File: config.mk
export PLATFORM = sky130hd
export DESIGN_NAME = ram_stream_reader
export DESIGN_NICKNAME = d
export VERILOG_FILES = /design/src/rtl/ram_stream_reader.sv
export SDC_FILE = /design/constraint.sdc
export NUM_CORES = 1
export LEC_CHECK = 0
export ABC_CLOCK_PERIOD_IN_PS = 5000
export BUFFER_PORTS_ARGS = -buffer_cell sky130_fd_sc_hd__buf_2
export CAP_MARGIN = 20
export CORE_MARGIN = 4
export CORE_UTILIZATION = 25
export DETAILED_ROUTE_END_ITERATION = 8
export GPL_ROUTABILITY_DRIVEN = 0
export GPL_TIMING_DRIVEN = 0
export MAX_ROUTING_LAYER = met4
export PLACE_DENSITY = 0.53
export SETUP_SLACK_MARGIN = 0.15
export SLEW_MARGIN = 20
export SYNTH_ARGS = -nofsm -noshare
export SYNTH_HDL_FRONTEND = slang
export SYNTH_SLANG_ARGS = --single-unit
File: constraint.sdc
create_clock -name clk -period 5 [get_ports clk]
set_input_delay 1.5 -clock clk [delete_from_list [all_inputs] [get_ports clk]]
set_output_delay 1.5 -clock clk [all_outputs]
set_load 0.005 [all_outputs]
File: src/rtl/ram_stream_reader.sv
// ram_stream_reader: streams a run of consecutive bytes out of a 512x8
// block RAM onto a valid/ready byte interface at one byte per clock.
module ram_stream_reader #(
  parameter int ADDR_W = 9,
  parameter int DATA_W = 8,
  parameter int LEN_W  = 10
) (
  input  logic              clk,
  input  logic              resetn,
  input  logic              start,
  input  logic [ADDR_W-1:0] base_addr,
  input  logic [LEN_W-1:0]  length,
  input  logic              abort,
  output logic              busy,
  output logic              done,
  output logic [ADDR_W-1:0] ram_raddr,
  output logic              ram_re,
  input  logic [DATA_W-1:0] ram_rdata,
  output logic [DATA_W-1:0] m_data,
  output logic              m_valid,
  input  logic              m_ready
);

  typedef enum logic [1:0] {
    S_IDLE,
    S_RUN,
    S_FLUSH
  } state_e;

  state_e            state_q, state_d;
  logic [ADDR_W-1:0] addr_q, addr_d;
  logic [LEN_W-1:0]  left_q, left_d;
  logic              infl_q, infl_d;
  logic              done_q, done_d;
  logic [1:0]        cnt_q, cnt_d;
  logic [DATA_W-1:0] head_q, head_d;
  logic [DATA_W-1:0] tail_q, tail_d;

  logic       pop;
  logic       push;
  logic       kill;
  logic       issue;
  logic [2:0] occ;

  // Handshake, occupancy and the read-issue rule.
  always_comb begin
    pop   = (cnt_q != 2'd0) & m_ready;
    push  = infl_q;
    kill  = abort & (state_q != S_IDLE);
    // Slots that will be held after this edge if nothing new is issued;
    // pop implies cnt_q >= 1, so this never underflows.
    occ   = {1'b0, cnt_q} + {2'b00, infl_q} - {2'b00, pop};
    issue = (state_q == S_RUN) & (left_q != '0) & (occ < 3'd2);
  end

  // Transfer sequencing: start capture, address/count walk, drain, done.
  always_comb begin
    state_d = state_q;
    addr_d  = addr_q;
    left_d  = left_q;
    infl_d  = issue;
    done_d  = 1'b0;
    unique case (state_q)
      S_IDLE: begin
        if (start) begin
          if (length == '0) begin
            done_d = 1'b1;
          end else begin
            state_d = S_RUN;
            addr_d  = base_addr;
            left_d  = length;
          end
        end
      end
      S_RUN: begin
        if (issue) begin
          addr_d = addr_q + ADDR_W'(1);
          left_d = left_q - LEN_W'(1);
          if (left_q == LEN_W'(1)) begin
            state_d = S_FLUSH;
          end
        end
      end
      S_FLUSH: begin
        // Finish on the edge that accepts the final byte.
        if (!infl_q &&
            (cnt_q == 2'd0 ||
             (cnt_q == 2'd1 && pop))) begin
          state_d = S_IDLE;
          done_d  = 1'b1;
        end
      end
      default: state_d = S_IDLE;
    endcase
    if (kill) begin
      state_d = S_IDLE;
      left_d  = '0;
      infl_d  = 1'b0;
      done_d  = 1'b0;
    end
  end

  // Two-entry skid buffer; head entry is the registered stream output.
  always_comb begin
    cnt_d  = cnt_q;
    head_d = head_q;
    tail_d = tail_q;
    if (push && pop) begin
      if (cnt_q == 2'd2) begin
        head_d = tail_q;
        tail_d = ram_rdata;
      end else begin
        head_d = ram_rdata;
      end
    end else if (push) begin
      if (cnt_q == 2'd0) begin
        head_d = ram_rdata;
      end else begin
        tail_d = ram_rdata;
      end
      cnt_d = cnt_q + 2'd1;
    end else if (pop) begin
      head_d = tail_q;
      cnt_d  = cnt_q - 2'd1;
    end
    if (kill) begin
      cnt_d = 2'd0;
    end
  end

  // Control state registers.
  always_ff @(posedge clk or negedge resetn) begin
    if (!resetn) begin
      state_q <= S_IDLE;
      addr_q  <= '0;
      left_q  <= '0;
      infl_q  <= 1'b0;
      done_q  <= 1'b0;
    end else begin
      state_q <= state_d;
      addr_q  <= addr_d;
      left_q  <= left_d;
      infl_q  <= infl_d;
      done_q  <= done_d;
    end
  end

  // Skid buffer registers.
  always_ff @(posedge clk or negedge resetn) begin
    if (!resetn) begin
      cnt_q  <= 2'd0;
      head_q <= '0;
      tail_q <= '0;
    end else begin
      cnt_q  <= cnt_d;
      head_q <= head_d;
      tail_q <= tail_d;
    end
  end

  assign busy      = (state_q != S_IDLE);
  assign done      = done_q;
  assign ram_raddr = addr_q;
  assign ram_re    = issue;
  assign m_data    = head_q;
  assign m_valid   = (cnt_q != 2'd0);

endmodule
==> results of run 1 <==
## metal layers
layer  GRT usage (%)  up-vias
met4            2.59        0
met3            4.10        6
li1                -     1057
met2            19.2       52
met1            15.3     1034
met5               -        -
## layout make-up
| type | instances | area share [%] |
|---|---|---|
| clock buffer | 5 | 2.34 |
| clock inverter | 3 | 1.57 |
| tap | 129 | 5.48 |
| inverter | 12 | 1.53 |
| timing repair buffer | 52 | 8.93 |
| multi-input combinational | 198 | 42.9 |
| buffer | 12 | 2.42 |
| sequential | 41 | 34.9 |
## cells in the mapped netlist (3+ instances only)
| cell type | n |
|---|---|
| a211oi_1 | 3 |
| a21oi_1 | 23 |
| a31oi_1 | 5 |
| and2_1 | 3 |
| clkbuf_1 | 9 |
| dfrtp_1 | 41 |
| ha_1 | 7 |
| inv_1 | 12 |
| mux2_2 | 8 |
| mux2i_1 | 8 |
| nand2_1 | 31 |
| nand3_1 | 9 |
| nor2_1 | 21 |
| nor3_1 | 4 |
| o21ai_0 | 21 |
| o21ai_1 | 5 |
| o22ai_1 | 5 |
| o31ai_1 | 4 |
| or3_1 | 3 |
| or4_1 | 3 |
| xnor2_1 | 4 |
## worst min path at each step
stage	endpoint	slack [ns]	cells past startpoint
floorplan	m_data[0]	0.47	2
global placement	m_data[0]	0.46	2
finish	m_data[6]	0.48	2
CTS	m_data[1]	0.49	2
global route	m_data[6]	0.51	2
detailed placement	m_data[1]	0.47	2
## flip-flops by register name, indices dropped and copies added, names as in the netlist
signal	flops
tail_q	8
infl_q	1
state_q	2
ram_raddr	9
cnt_q	2
done	1
left_q	10
m_data	8
## timing repair
item	4_1_cts	5_1_grt
endpoints found under the setup margin	0	1
hold endpoints to repair	0	0
resized for setup	0	3
## stage by stage
stage	util, %	hold WS, ns
after global placement	30.2	0.457
after detailed placement	30.2	0.468
after floorplan	-	0.473
after global routing	31.7	0.506
final	31.7	0.480
after CTS	31.5	0.489
## cells by family after synthesis
kind of cell / after synthesis / synth area share [%]
simple gates: 90 / 18.5
compound gates: 78 / 19.8
flops: 41 / 43.0
buf+inv: 24 / 4.88
mux: 16 / 7.13
fa+ha+maj: 8 / 4.51
xor+xnor: 6 / 2.20
## worst min-delay path, stage by stage, from the launching register on
cell	delay (ns)
dfrtp_1	0.35
nand2_1	0.04
o21ai_0	0.06
## report_power, final
group / leakage [nW] / total [mW] / switching (mW) / internal [mW]
Sequential: 0.496 / 0.632 / 0.137 / 0.495
Combinational: 0.805 / 1.06 / 0.589 / 0.475
Clock: 0.0543 / 0.275 / 0.125 / 0.150
Total: 1.36 / 1.97 / 0.852 / 1.12
==> summary.md, run 1 <==
| Metric | Value |
|---|---|
| R2R depth | 12 |
| 1st-iter DRT viols | 98 |
| Clk sinks | 41 |
| Synth Net Count | 303 |
| Via density | 4.75 |
| Core area | 0.00928 mm2 |
| Crit path to | ram_re |
| Final worst slack | 0.342 ns |
| Most area-hungry cell type in the Yosys netlist | dfrtp_1 |
| Setup-failing EPs final | 0 |
| Final Cycle Share | 93.2% |
| Fillcell total | 1004 |
| Routed WL per cell | 13.8 um |
| Highest routed metal layer | met4 |
| Worst path arrival time | 3.16 ns |
| Power density cells | 670 mW/mm2 |
| Flops & latches, synth | 41 |
| Final Max Slew Viols | 0 |
| Worst setup path startpoint | m_ready |
| Drt first pass iters | 4 |
| Post-CTS setup buffer count | 0 |
| Die width | 106 um |
| Hold Startpoint | m_data[6] |
| Port Buf Inserts | 52 |
| Final hold vios | 0 |
| FF+latch area | 0.00103 mm2 |
| Residual DRC count | 0 |
| Async SR Flop Fraction | 100% |
| Placed insts | 444 |
| Outcome | finished, final reports clean |
| Setup_tns | 0 ns |
| WP data required | 3.50 ns |
| Worst Setup Slack post-DPL | 0.201 ns |
| CP delay by family, top | simple AND/OR/NAND/NOR gates |
| Area of the multi-input gates | 0.00126 mm2 |
| Met1 Routed Length | 2920 um |
| N_diodes | 0 |
| Avg Synthesized Cell Area | 9.07 um2 |
| DR vias | 2149 |
| CP startpoint kind | input pin |
| Synth Flop Type | dfrtp_1 |
| Worst-margin pin slew | 0.938 ns |
| Synth unique cells | 49 |
| Routed met3 length | 327 um |
| Max Cap Viol | 0 |
| Final Skew | 0.00241 ns |
| CP Class | input pin to primary output |
| Synth Cell Area | 0.00239 mm2 |
| Ranking of synthesized cells by area | dfrtp_1, nand2_1, a21oi_1 |
| Htree depth | 2 |
| Reg-to-reg endpoint | left_q[4] |
| Die height | 106 um |
| Initial Util | 25.7% |
| Worst-Skew Late Latency | 0.29 ns |
| Reg-to-reg setup timing slack | 1.94 ns |
| Global route total overflow | 0 |
| Root Buffer | clkbuf_8 |
| Detailed-placement wirelength estimate | 4680 um |
| VDD IR-drop max | 165 uV |
| CP bufs+invs | 2 |
| Most frequent cells in the layout | buf_2, dfrtp_1, nand2_1 |
| FMAX | 215 MHz |
| Fin area | 0.00294 mm2 |
| Final std cells w/o fill | 452 |
| Total CTS buffers | 5 |
| Min-delay worst type | flip-flop to flip-flop |
| Total power | 1.97 mW |
| Crit-path cells | buf_2, nand2_2, xnor2_2, nand2_1, fa_1, xnor2_2, and2_1, and3_2, buf_2 |
| Row count | 35 |
| CP max stage delay | 0.43 ns |
| Setup repair after global routing missed its margin | false |
| # hold bufs at CTS | 0 |
| Critical path's slowest cell | fa_1 |
| Most common cell after layout, fill and taps aside | buf_2 |
| Syn. warnings | 0 |
| Slew margin rel. | 37.1% |
| Io pins | 53 |
| FF-to-FF Start | cnt_q[1] |
| Area Growth Syn to Fin | 23.3% |
| WP depth | 9 |
| Share of layout cells above drive strength 1 | 25.7% |
| Post-DRT Antenna Nets | 0 |
| Total Routing Usage GR | 12.2% |
| Vias in the first global route | 2101 |
| Number of synthesized flops with an enable pin | 0 |
| Yosys top cell area share | 43.0% |
| Aggregate routed wire length | 6260 um |
| CTS tree | done |
| First-pass GRT wire length | 10700 um |
| CP endpoint kind | primary output |
| Syn Inst Count | 263 |
| Routed wl met2 | 2950 um |
| Final net count | 362 |
| Worst Path Max Fanout | 8 |
| Cell Area, Placed | 0.00281 mm2 |
| Largest net degree at the start of global routing | 42 |
| Sequential share of the synthesized area | 43.0% |
| CTS Buffer Depth | 2 |
| Initial antenna violation count | 0 |
| Clock slew at reported path FFs | 0.08 ns |
| Leakage | 1.36 nW |
| Min Tclk post-route | 4.66 ns |
| Die ar. | 0.0112 mm2 |
(Power assumes the default switching activity.)
==> run 2: changes to the inputs <==
--- a/config.mk
+++ b/config.mk
@@ -5,16 +5,17 @@
 export SDC_FILE = /design/constraint.sdc
 export NUM_CORES = 1
 export LEC_CHECK = 0
+export ABC_AREA = 1
 export ABC_CLOCK_PERIOD_IN_PS = 5000
 export BUFFER_PORTS_ARGS = -buffer_cell sky130_fd_sc_hd__buf_2
 export CAP_MARGIN = 20
 export CORE_MARGIN = 4
-export CORE_UTILIZATION = 25
+export CORE_UTILIZATION = 59
 export DETAILED_ROUTE_END_ITERATION = 8
 export GPL_ROUTABILITY_DRIVEN = 0
 export GPL_TIMING_DRIVEN = 0
 export MAX_ROUTING_LAYER = met4
-export PLACE_DENSITY = 0.53
+export PLACE_DENSITY = 0.95
 export SETUP_SLACK_MARGIN = 0.15
 export SLEW_MARGIN = 20
 export SYNTH_ARGS = -nofsm -noshare
==> summary.md, run 2 <==
| Metric | Value |
|---|---|
| Worst Path Max Fanout | 6 (-2) |
| Min Tclk post-route | 4.65 ns (-0.00384 ns) |
| Final Max Slew Viols | 0 (unchanged) |
| Worst-Skew Late Latency | 0.29 ns (about the same) |
| Synth Flop Type | dfrtp_1 |
| DR vias | 2631 (+22%) |
| Synth Net Count | 411 (+36%) |
| Root Buffer | clkbuf_8 |
| Total CTS buffers | 5 (unchanged) |
| R2R depth | 17 (+5) |
| Sequential share of the synthesized area | 39.2% (-3.8 points) |
| Power density cells | 610 mW/mm2 (-8.9%) |
| Io pins | 53 (unchanged) |
| Area Growth Syn to Fin | 15.7% |
| Hold path cells | 2 (unchanged) |
| Final net count | 470 (+30%) |
| Die width | 74.6 um (-29%) |
| Clock slew at reported path FFs | 0.07 ns (about the same) |
| CTS tree | done |
| Max reg flops | 10 (unchanged) |
| Outcome | finished, final reports clean |
| Leakage | 1.66 nW (+22%) |
| Final worst slack | 0.346 ns (+0.00384 ns) |
| Port Buf Inserts | 52 (unchanged) |
| VDD IR-drop max | 337 uV (+100%) |
| Routed wl met2 | 3010 um (+2.1%) |
| Detailed-placement wirelength estimate | 4630 um (-0.99%) |
| Worst Setup Slack post-DPL | 0.168 ns (-0.0340 ns) |
| Routed WL per cell | 13.2 um (-4.8%) |
| Synth Cell Area | 0.00262 mm2 (+9.8%) |
| Setup-failing EPs final | 0 (unchanged) |
| Via density | 5.49 (+16%) |
| Reg-to-reg endpoint | left_q[8] |
| Core area | 0.00414 mm2 (-55%) |
| Final Skew | 0.00647 ns (+0.00407 ns) |
| WHS | 0.495 ns (+0.0150 ns) |
| Fillcell total | 308 (-69%) |
| Most frequent cells in the layout | nand2_1, inv_1, buf_2 |
| Ranking of synthesized cells by area | dfrtp_1, nand2_1, inv_1 |
| Share of layout cells above drive strength 1 | 20.0% (-5.6 points) |
| Avg Synthesized Cell Area | 7.06 um2 (-22%) |
| Most common cell after layout, fill and taps aside | nand2_1 |
| Clk sinks | 41 (unchanged) |
| Most common cell in the netlist | nand2_1 |
| Min-delay worst type | flip-flop to flip-flop |
| FF+latch area | 0.00103 mm2 (unchanged) |
| Hold Startpoint | tail_q[5] |
| Most area-hungry cell type in the Yosys netlist | dfrtp_1 |
| Async SR Flop Fraction | 100% (unchanged) |
| Post-DRT Antenna Nets | 0 (unchanged) |
| Number of synthesized flops with an enable pin | 0 (unchanged) |
| Setup_tns | 0 ns (unchanged) |
| FMAX | 215 MHz (about the same) |
| Synth unique cells | 33 (-33%) |
| Syn. warnings | 0 (unchanged) |
| Setup repair after global routing missed its margin | false |
| Area of the multi-input gates | 0.00134 mm2 (+6.1%) |
| Worst-margin pin slew | 0.898 ns (-0.0392 ns) |
| Yosys top cell area share | 39.2% (-3.8 points) |
| Met1 Routed Length | 2690 um (-7.7%) |
| Aggregate routed wire length | 6310 um (+0.90%) |
| Initial antenna violation count | 0 (unchanged) |
| Vias in the first global route | 2389 (+14%) |
| Reg-to-reg setup timing slack | 2.13 ns (+0.19 ns) |
| Total Routing Usage GR | 24.9% (+13 points) |
| Final Cycle Share | 93.1% (about the same) |
| Worst path arrival time | 3.15 ns (about the same) |
| Die ar. | 0.00557 mm2 (-50%) |
| FF-to-FF Start | cnt_q[1] |
| Routed met3 length | 541 um (+65%) |
| N_diodes | 0 (unchanged) |
| # hold bufs at CTS | 0 (unchanged) |
| WP data required | 3.50 ns (about the same) |
| CTS Buffer Depth | 2 (unchanged) |
| Initial Util | 63.2% (+37 points) |
| Global route total overflow | 0 (unchanged) |
| CP endpoint kind | primary output |
| Drt first pass iters | 5 (+1) |
| Final hold vios | 0 (unchanged) |
| Syn Inst Count | 371 (+41%) |
| CP Class | input pin to primary output |
| Max Cap Viol | 0 (unchanged) |
| Most frequent cells after synthesis | nand2_1, inv_1, nor2_1 |
| First-pass GRT wire length | 10400 um (-2.6%) |
| 1st-iter DRT viols | 239 (+140%) |
| Row count | 23 (-34%) |
| CP startpoint kind | input pin |
| Largest net degree at the start of global routing | 42 (unchanged) |
| Highest routed metal layer | met4 |
| Largest Register | left_q |
| Slew margin rel. | 40.1% (+3.0 points) |
| Flops & latches, synth | 41 (unchanged) |
| Die height | 74.6 um (-29%) |
| Residual DRC count | 0 (unchanged) |
| Hold path endpoint | tail_q[5] |
| Htree depth | 2 (unchanged) |
## run 2: cell families (layout without fill, tap and decap cells)
kind of cell	after synthesis	in the layout	synth area share, %
compound gates	73	73	16.0
buf+inv	67	125	10.3
flops	41	41	39.2
simple gates	177	177	28.6
mux	2	2	0.812
xor+xnor	3	3	1.00
fa+ha+maj	8	8	4.11
## run 2: per-layer routing
metal | track usage, % | vias up
met1 | 32.1 | 1187
li1 | - | 1293
met3 | 4.54 | 11
met4 | 11.7 | 0
met5 | - | -
met2 | 38.0 | 140
## run 2: through the flow
step / instance area [um2] / power [mW] / util, % / std cells
6_report: 3030 / 1.85 / 73.1 / 479
3_3_place_gp: 2940 / 1.56 / 71.0 / 473
4_1_cts: 3020 / 1.83 / 72.8 / 479
2_1_floorplan: 2620 / 1.33 / - / 371
3_5_place_dp: 2940 / 1.62 / 71.0 / 473
5_1_grt: 3030 / 2.03 / 73.1 / 479
## run 2: where the power goes
group | internal [mW] | switching (mW) | total (mW)
combinational | 0.386 | 0.629 | 1.02
clock | 0.0921 | 0.116 | 0.208
sequential | 0.480 | 0.145 | 0.625
total | 0.958 | 0.890 | 1.85
## run 2: final cells by class
cell class | count | area share, %
Clock buffer | 5 | 2.27
Clock inverter | 1 | 0.165
Inverter | 60 | 7.43
Sequential cell | 41 | 33.9
Tap cell | 50 | 2.06
Buffer | 7 | 1.49
Timing Repair Buffer | 52 | 8.59
Multi-Input combinational cell | 263 | 44.1
## run 2: worst max-delay path: stages
cell and delay [ns]:
buf_2 0.09, inv_1 0.06, nor2_4 0.11, inv_2 0.10, nor2_4 0.11, nor2_1 0.06
nor2_1 0.08, inv_1 0.06, fa_1 0.48, nand3_1 0.08, nor2_1 0.14, o21ai_2 0.11
inv_1 0.06, buf_2 0.10
## run 2: timing repair
| action | CTS | global route |
|---|---|---|
| setup buffers | 0 | 0 |
| setup endpoints to repair | 0 | 1 |
| resized for setup | 0 | 4 |
## run 2: how the worst max path moves through the flow
stage	from	end
final	m_ready	ram_re
after global routing	m_ready	ram_re
after CTS	m_ready	ram_re
after detailed placement	m_ready	ram_re
after global placement	m_ready	ram_re
after floorplan	m_ready	ram_re
==> run 3: changes to the inputs <==
--- a/config.mk
+++ b/config.mk
@@ -14,8 +14,10 @@
 export DETAILED_ROUTE_END_ITERATION = 8
 export GPL_ROUTABILITY_DRIVEN = 0
 export GPL_TIMING_DRIVEN = 0
+export HOLD_SLACK_MARGIN = 0.1
 export MAX_ROUTING_LAYER = met4
 export PLACE_DENSITY = 0.95
+export RECOVER_POWER = 100
 export SETUP_SLACK_MARGIN = 0.15
 export SLEW_MARGIN = 20
 export SYNTH_ARGS = -nofsm -noshare
==> summary.md, run 3 (synthesized netlist as in run 2, its figures left out) <==
| Metric | Value |
|---|---|
| Area Growth Syn to Fin | 13.0% |
| Leakage | 1.61 nW (-3.0%) |
| Final hold vios | 0 (unchanged) |
| Initial antenna violation count | 0 (unchanged) |
| First-pass GRT wire length | 10400 um (unchanged) |
| Fin area | 0.00296 mm2 (-2.3%) |
| Die height | 74.6 um (unchanged) |
| Die ar. | 0.00557 mm2 (unchanged) |
| Share of layout cells above drive strength 1 | 14.9% (-5.1 points) |
| Fillcell total | 325 (+5.5%) |
| Die width | 74.6 um (unchanged) |
| Clk sinks | 41 (unchanged) |
| Setup-failing EPs final | 0 (unchanged) |
| CTS tree | done |
| Hold path cells | 2 (unchanged) |
| FF-to-FF Start | cnt_q[1] |
| Total Routing Usage GR | 24.9% (unchanged) |
| Worst path arrival time | 3.13 ns (-0.02 ns) |
| Min-delay worst type | flip-flop to flip-flop |
| Reg-to-reg endpoint | ram_raddr[5] |
| Most frequent cells in the layout | nand2_1, inv_1, nor2_1 |
| Residual DRC count | 0 (unchanged) |
| Vias in the first global route | 2389 (unchanged) |
| Worst-Skew Late Latency | 0.29 ns (about the same) |
| Failing checks | max-capacitance violations, max-slew violations |
| Reg-to-reg setup timing slack | 1.82 ns (-0.31 ns) |
| N_diodes | 0 (unchanged) |
| Detailed-placement wirelength estimate | 4630 um (unchanged) |
| Worst Setup Slack post-DPL | 0.168 ns (unchanged) |
| Combinational fraction of design power | 53.5% (-1.4 points) |
| Clock power share | 11.6% (+0.3 points) |
| Clock slew at reported path FFs | 0.08 ns (about the same) |
| Total CTS buffers | 5 (unchanged) |
| Power density cells | 601 mW/mm2 (-1.4%) |
| Drt first pass iters | 5 (unchanged) |
| Switching power | 0.862 mW (-3.2%) |
| Global route total overflow | 0 (unchanged) |
| Core area | 0.00414 mm2 (unchanged) |
| CP endpoint kind | primary output |
| Final Cycle Share | 92.6% (-0.49 points) |
| Largest net degree at the start of global routing | 42 (unchanged) |
| R2R depth | 17 (unchanged) |
| Hold path endpoint | tail_q[5] |
| Max reg flops | 10 (unchanged) |
| Port Buf Inserts | 52 (unchanged) |
| Aggregate routed wire length | 6310 um (about the same) |
| 1st-iter DRT viols | 296 (+24%) |
| Final worst slack | 0.371 ns (+0.0246 ns) |
| Final Util | 71.4% (-1.7 points) |
| VDD IR-drop max | 333 uV (-1.0%) |
| Setup_tns | 0 ns (unchanged) |
| Final Max Slew Viols | 42 (+42) |
| Routed WL per cell | 13.2 um (about the same) |
| Net Sw Frac | 48.4% (+0.25 points) |
| Post-DRT Antenna Nets | 0 (unchanged) |
| Io pins | 53 (unchanged) |
| FF+latch area | 0.00103 mm2 (unchanged) |
| Worst Path Max Fanout | 6 (unchanged) |
| Worst-margin pin slew | 2.18 ns (+1.28 ns) |
| Final std cells w/o fill | 479 (unchanged) |
| Sequential power share | 34.9% (+1.1 points) |
| Outcome | complete, but fails checks |
| Final net count | 470 (unchanged) |
| DR vias | 2617 (-0.53%) |
| Most common cell after layout, fill and taps aside | nand2_1 |
| Via density | 5.46 (-0.53%) |
| Root Buffer | clkbuf_8 |
| Largest Register | left_q |
| Min Tclk post-route | 4.63 ns (-0.0246 ns) |
| FMAX | 216 MHz (+0.53%) |
| CP startpoint kind | input pin |
| Hold Startpoint | tail_q[5] |
| Final Skew | 0.00456 ns (-0.00192 ns) |
| Cell Area, Placed | 0.00294 mm2 (unchanged) |
| Internal | 0.919 mW (-4.2%) |
| CP Class | input pin to primary output |
| Area of the multi-input gates | 0.00129 mm2 (-3.2%) |
| Slew margin rel. | -45.5% (-86 points) |
| Htree depth | 2 (unchanged) |
| CTS Buffer Depth | 2 (unchanged) |
| Max Cap Viol | 1 (+1) |
| Row count | 23 (unchanged) |
| Setup repair after global routing missed its margin | false |
| Post-CTS setup buffer count | 0 (unchanged) |
| Placed insts | 473 (unchanged) |
| Initial Util | 63.2% (unchanged) |
| WP data required | 3.50 ns (about the same) |
run 3: cell types whose count changed in the layout (fill, tap and decap cells not counted), sizes merged:
cell    change
buf        -11
clkbuf     +11
run 3: critical path, stage by stage:
cell     delay (ns)
buf_2          0.09
inv_1          0.06
nor2_4         0.11
inv_2          0.09
nor2_4         0.11
nor2_1         0.06
nor2_1         0.08
inv_1          0.06
fa_1           0.48
nand3_1        0.08
nor2_1         0.14
o21ai_2        0.10
inv_1          0.06
buf_2          0.10
run 3: worst max path at each step:
stage / start / to / slack, ns / cells after the start
floorplan: m_ready / ram_re / 0.54 / 12
global placement: m_ready / ram_re / 0.22 / 14
detailed placement: m_ready / ram_re / 0.17 / 14
CTS: m_ready / ram_re / 0.15 / 14
global route: m_ready / ram_re / 0.19 / 14
finish: m_ready / ram_re / 0.37 / 14
run 3: per-layer routing:
metal	track usage, %	up-vias	part of all wire [%]
met5	-	-	0
li1	-	1291	-
met1	32.1	1176	42
met3	4.54	9	9.9
met4	11.7	0	0.92
met2	38.0	141	47
run 3: metrics by stage:
stage	hold slack (ns)	power, mW
2_1_floorplan	0.453	1.33
3_3_place_gp	0.467	1.56
3_5_place_dp	0.479	1.62
4_1_cts	0.497	1.83
5_1_grt	0.524	1.96
6_report	0.494	1.78
run 3: repair_timing:
item / CTS / global route
endpoints found under the setup margin: 0 / 1
resized for setup: 0 / 4
hold buffers: 0 / 0
run 3: final cells by class:
type                            count  area share (%)
Timing Repair Buffer               52            8.37
Clock inverter                      1           0.169
Sequential cell                    41            34.7
Multi-Input combinational cell    263            43.7
Buffer                              7            1.01
Clock buffer                        5            2.32
Tap cell                           50            2.11
Inverter                           60            7.61
run 3: power by group through the flow:
stage	sequential [mW]	combinational, mW	clock [mW]
2_1_floorplan	0.603	0.723	0
3_3_place_gp	0.615	0.948	0
3_5_place_dp	0.621	0.998	0
4_1_cts	0.616	1.00	0.210
5_1_grt	0.641	1.10	0.224
6_report	0.622	0.953	0.206
